<file path="config.mk">
export PLATFORM = sky130hd
export DESIGN_NAME = bin_to_bcd_seq
export DESIGN_NICKNAME = d
export VERILOG_FILES = /design/src/rtl/bcd_pkg.sv /design/src/rtl/bcd_add3.sv /design/src/rtl/bin_to_bcd_seq.sv
export SDC_FILE = /design/constraint.sdc
export NUM_CORES = 1
export LEC_CHECK = 0
export ABC_AREA = 1
export CORE_MARGIN = 1
export CORE_UTILIZATION = 37
export CTS_BUF_LIST = sky130_fd_sc_hd__clkbuf_4
export CTS_CLUSTER_SIZE = 14
export DETAILED_ROUTE_END_ITERATION = 8
export GPL_TIMING_DRIVEN = 0
export PLACE_DENSITY_LB_ADDON = 0.2
export SYNTH_ARGS = -nofsm -noshare
export SYNTH_HDL_FRONTEND = slang
export SYNTH_SLANG_ARGS = --single-unit
</file>
<file path="constraint.sdc">
create_clock -name clk -period 1.7 [get_ports clk]
set_input_delay 0.17 -clock clk [delete_from_list [all_inputs] [get_ports clk]]
set_output_delay 0.17 -clock clk [all_outputs]
set_load 0.05 [all_outputs]
</file>
<file path="src/rtl/bcd_pkg.sv">
// Shared definitions for the BCD conversion blocks.
//   BCD_DIGIT_W  : width of one packed BCD digit
//   bcd_digit_t  : one BCD digit
//   conv_state_t : state of the sequential converter
//   pow10(n)     : 10**n, saturated so that it always stays above any 32-bit value
package bcd_pkg;

  localparam int BCD_DIGIT_W = 4;

  typedef logic [BCD_DIGIT_W-1:0] bcd_digit_t;

  typedef enum logic [1:0] {
    IDLE  = 2'd0,
    SHIFT = 2'd1,
    DONE  = 2'd2
  } conv_state_t;

  // Once the running product passes 10^10 it already exceeds every 32-bit
  // input, so further multiplication is skipped to keep the result in 64 bits.
  function automatic logic [63:0] pow10(input int n);
    logic [63:0] r;
    r = 64'd1;
    for (int i = 0; i < n; i++) begin
      if (r < 64'd10_000_000_000) r = r * 64'd10;
    end
    return r;
  endfunction

endpackage

</file>
<file path="src/rtl/bcd_add3.sv">
// Double-dabble digit adjust: a digit of 5 or more gets +3 so that the
// following left shift carries correctly into the next decimal digit.
// Ports:
//   i_digit : BCD digit before adjustment
//   o_digit : adjusted digit (i_digit + 3 when i_digit >= 5)
module bcd_add3
  import bcd_pkg::*;
(
  input  bcd_digit_t i_digit,
  output bcd_digit_t o_digit
);

  always_comb begin
    o_digit = i_digit;
    if (i_digit >= 4'd5) o_digit = i_digit + 4'd3;
  end

endmodule

</file>
<file path="src/rtl/bin_to_bcd_seq.sv">
// Iterative binary to packed-BCD converter (shift-and-add-3), one input bit
// per clock.
// Handshake: a transfer happens on a rising edge where valid and ready are
// both high; the producer holds its data stable until then, and ready never
// depends on valid.
// Ports:
//   clk, rst  : clock, synchronous active-high reset
//   in_valid  : upstream offers in
//   in_ready  : converter idle and able to accept
//   in        : unsigned binary value
//   out_valid : out/overflow valid, held until out_ready
//   out_ready : downstream takes the result
//   out       : packed BCD, least significant digit in bits [3:0]
//   overflow  : in >= 10^DIGITS (out then holds in mod 10^DIGITS)
//   dbg_state : current converter state
module bin_to_bcd_seq
  import bcd_pkg::*;
#(
  parameter int BIN_W  = 14,
  parameter int DIGITS = 4
) (
  input  logic                  clk,
  input  logic                  rst,
  input  logic                  in_valid,
  output logic                  in_ready,
  input  logic [BIN_W-1:0]      in,
  output logic                  out_valid,
  input  logic                  out_ready,
  output logic [4*DIGITS-1:0]   out,
  output logic                  overflow,
  output conv_state_t           dbg_state
);

  localparam int BCD_W = BCD_DIGIT_W * DIGITS;
  localparam int CW    = $clog2(BIN_W + 1);
  localparam logic [CW-1:0] LAST   = CW'(BIN_W - 1);
  localparam logic [63:0]   OVF_TH = pow10(DIGITS);

  conv_state_t        r_state;
  logic [BIN_W-1:0]   r_shreg;
  logic [BCD_W-1:0]   r_bcd;
  logic [CW-1:0]      r_cnt;
  logic [BCD_W-1:0]   r_out;
  logic               r_ovf;
  logic               r_out_valid;

  logic [BCD_W-1:0]       w_adj;
  logic [BCD_W+BIN_W-1:0] w_cat;
  logic [BCD_W-1:0]       w_next_bcd;
  logic [BIN_W-1:0]       w_next_sh;
  logic                   w_ovf;

  for (genvar g = 0; g < DIGITS; g++) begin : g_adj
    bcd_add3 u_add3 (
      .i_digit (r_bcd[BCD_DIGIT_W*g +: BCD_DIGIT_W]),
      .o_digit (w_adj[BCD_DIGIT_W*g +: BCD_DIGIT_W])
    );
  end

  // Whatever leaves the top digit is dropped, giving in mod 10^DIGITS.
  assign w_cat      = {w_adj, r_shreg} << 1;
  assign w_next_bcd = w_cat[BCD_W+BIN_W-1 -: BCD_W];
  assign w_next_sh  = w_cat[BIN_W-1:0];
  assign w_ovf      = (64'(in) >= OVF_TH);

  always_ff @(posedge clk) begin
    if (rst) begin
      r_state     <= IDLE;
      r_shreg     <= '0;
      r_bcd       <= '0;
      r_cnt       <= '0;
      r_out       <= '0;
      r_ovf       <= 1'b0;
      r_out_valid <= 1'b0;
    end else begin
      case (r_state)
        IDLE: begin
          if (in_valid) begin
            r_shreg <= in;
            r_bcd   <= '0;
            r_cnt   <= '0;
            r_ovf   <= w_ovf;
            r_state <= SHIFT;
          end
        end
        SHIFT: begin
          r_bcd   <= w_next_bcd;
          r_shreg <= w_next_sh;
          r_cnt   <= r_cnt + 1'b1;
          if (r_cnt == LAST) begin
            r_out       <= w_next_bcd;
            r_out_valid <= 1'b1;
            r_state     <= DONE;
          end
        end
        DONE: begin
          if (out_ready) begin
            r_out_valid <= 1'b0;
            r_state     <= IDLE;
          end
        end
        default: r_state <= IDLE;
      endcase
    end
  end

  assign in_ready  = (r_state == IDLE) && !rst;
  assign out_valid = r_out_valid;
  assign out       = r_out;
  assign overflow  = r_ovf;
  assign dbg_state = r_state;

endmodule

</file>
==> impl_metrics.toml <==
[sta]
finClkSkew_ns = 0.0196
slew_headroom = 0.609
timing.final.crit_share = 0.936
final_hold_viol_count = 0
finalCriticalPeriod_ns = 1.59
rsz0062_at_grt = "false"
fin_tns_setup_ns = 0
final_max_slew_viol_count = 0
setup_viol = 0
max_freq_mhz = 629
worstMarginPinSlew_ns = 0.587

[layout]
finalInstanceArea_mm2 = 0.00323
num_antenna_cells = 0
area_delta_synth_final_pct = 21.0
num-nets-final = 451
drive_gt1_frac = 0.0873
fin_util = 0.470

[grt]
use_met3 = 0.0322
grt_pass1_vias = 2347
grt_pass1_wl_um = 10700
gr-total-overflow = 0
grt_busiest_layer = "met2"
grt_max_degree = 17
grt_use_met2 = 0.317
track_usage = 0.182
antenna_found_initial = 0
use_met1 = 0.230

[floorplanning]
die_height_um = 86.9
start_util = 0.389
dieArea_mm2 = 0.00756
num_rows = 30
fp.coreArea_mm2 = 0.00687
io_pins = 39
die_w_um = 86.9

[detailed_routing]
route.vias.total = 2462
via_per_inst = 4.73
drtIter0Drc = 79
drc = 0
detail_route.wl_per_cell_um = 12.0
routed_wl_um = 6220
ant_nets = 0
drt_first_pass_iters = 5

[critical_path]
crit_slowest_cell = "clkdlybuf4s50_1"
cp_data_required_time_ns = 1.53
crit_family = "buffers and inverters"
worst_ep_arrival_time_ns = 1.42
crit_buf_inv = 3
critical_path_class = "in2out"
critPathLaunchType = "input pin"
endpoint_kind = "output port"
cp_max_fo = 10
slowest_delay_ns = 0.53
cp_cell_sequence = "clkdlybuf4s50_1 -> clkbuf_2 -> nor2_1 -> clkdlybuf4s18_2"

[place]
dpl-instance-area_mm2 = 0.00317
gp_congestion = 0.847
detailed_place_hpwl_um = 4490
io_buffers = 38

[synthesis]
synth_warnings = 0
syn_inst = 378
syn_area_mm2 = 0.00267
ys_ff_latch = 54
syn_area_per_cell_um2 = 7.06
synth_cell_types = 25
ys_seq_area_frac = 0.405
synth.net_count = 406

[cts]
cts_buffers = 5
clkLatencyLatePin_ns = 0.38
clock_path_buffers = 2
htree_levels = 2
path_clk_slew_ns = 0.16
cts_root_buffer = "clkbuf_4"
numClockSinks = 54
cts_tree = "yes"
ctsHoldBuffers = 0

[outcome]
status = "finished, final reports clean"

[pwr]
p_leak_nw = 1.44
powerDensity_mw_per_mm2 = 727
ir_worst_vdd_v = 0.000340

[flow_run]
drv_cap = 0

[hold_path]
hp-class = "in2reg"
==> cells in the mapped netlist <==
cell type	number	area [µm²]
buf_6	7	78.8
buf_1	2	7.51
nor3_1	1	5.00
a211oi_2	5	62.6
nand2_1	106	398
or2_2	1	6.26
o21ai_1	4	20.0
buf_2	4	20.0
inv_4	1	6.26
a21oi_1	34	170
a31oi_1	5	31.3
nand3_2	2	20.0
ha_1	10	125
inv_2	3	11.3
o31ai_1	1	7.51
clkbuf_1	2	7.51
o21ai_0	17	85.1
nand3_1	24	120
nand2_2	1	6.26
nand2_4	1	11.3
nor2_1	36	135
inv_1	47	176
dfxtp_1	54	1080
nand4_1	9	56.3
nor2_8	1	20.0
==> logic make-up after synthesis <==
| group | Yosys count | share of synthesized area |
|---|---|---|
| buffers and inverters | 66 | 0.115 |
| and+or+nand+nor | 182 | 0.292 |
| AOI/OAI and AO/OA | 66 | 0.141 |
| adders and majority gates | 10 | 0.0469 |
| DFF | 54 | 0.405 |
==> layer usage <==
| layer | wire [µm] | part of all wire |
|---|---|---|
| met1 | 3000 | 0.48 |
| met2 | 2950 | 0.47 |
| met3 | 237 | 0.038 |
| met4 | 33 | 0.0053 |
| met5 | 0 | 0 |
==> cell type report <==
cell class | count | area [µm²]
Fill cell | 721 | 3640
Multi-Input combinational cell | 258 | 1280
Sequential cell | 54 | 1080
Timing Repair Buffer | 38 | 355
Inverter | 51 | 194
Tap cell | 96 | 120
Buffer | 15 | 115
Clock buffer | 6 | 45.0
Clock inverter | 2 | 37.5
==> report_power, final <==
part | total (mW) | switching, mW | internal (mW)
Sequential | 1.32 | 0.0224 | 1.30
Combinational | 0.287 | 0.174 | 0.113
Clock | 0.737 | 0.410 | 0.327
==> path summary, 6_finish.rpt <==
| kind | depth (start not counted) | slack, ns | from | to |
|---|---|---|---|---|
| worst min-delay path | 3 | 0.35 | in[0] | r_shreg[0] |
| worst min register to register | 2 | 0.47 | out[3] | out[3] |
| worst max register to register | 7 | 0.23 | r_cnt[0] | out[1] |
| worst max-delay path | 4 | 0.11 | rst | in_ready |
==> timing repair <==
| action | 4_1_cts | 5_1_grt |
|---|---|---|
| gates resized for setup | 24 | 2 |
| endpoints found under the hold margin | 0 | 0 |
| endpoints found under the setup margin | 21 | 1 |
| pin swaps | 0 | 0 |
| setup buffers | 0 | 0 |
==> tightest hold or removal path, delay by kind of cell <==
kind / cells / cell delay, ns
AND/OR/NAND/NOR: 1 / 0.07
buffers and inverters: 1 / 0.40
AO/OA/AOI/OAI: 1 / 0.06
==> registers in the layout, summed over array words and instances, names as in the netlist <==
register,count
out,16
r_bcd,16
r_shreg,14
r_cnt,4
dbg_state,2
out_valid,1
overflow,1
==> per-stage QoR <==
step                      hold WS (ns)  power, mW  worst slack [ns]  cells
final                            0.347       2.35             0.109    520
after global routing             0.353       2.45            0.0161    520
after CTS                        0.325       2.38            0.0494    520
after detailed placement         0.454       1.64            -0.442    512
after global placement           0.449       1.64            -0.471    512
after floorplan                  0.319       1.53             0.127    378
==> cell usage in the layout (no fill, tap or decap), types with 3 or more instances in the layout <==
cell type / count
nand2_1: 106
dfxtp_1: 53
inv_1: 47
nor2_1: 36
a21oi_1: 34
nand3_1: 24
dlygate4sd2_1: 20
o21ai_0: 17
clkdlybuf4s50_1: 17
ha_1: 10
nand4_1: 9
buf_6: 7
clkbuf_4: 6
a31oi_1: 5
a211oi_2: 5
buf_2: 4
o21ai_1: 4
inv_2: 3
No activity file was read; power rests on OpenSTA's default activity.
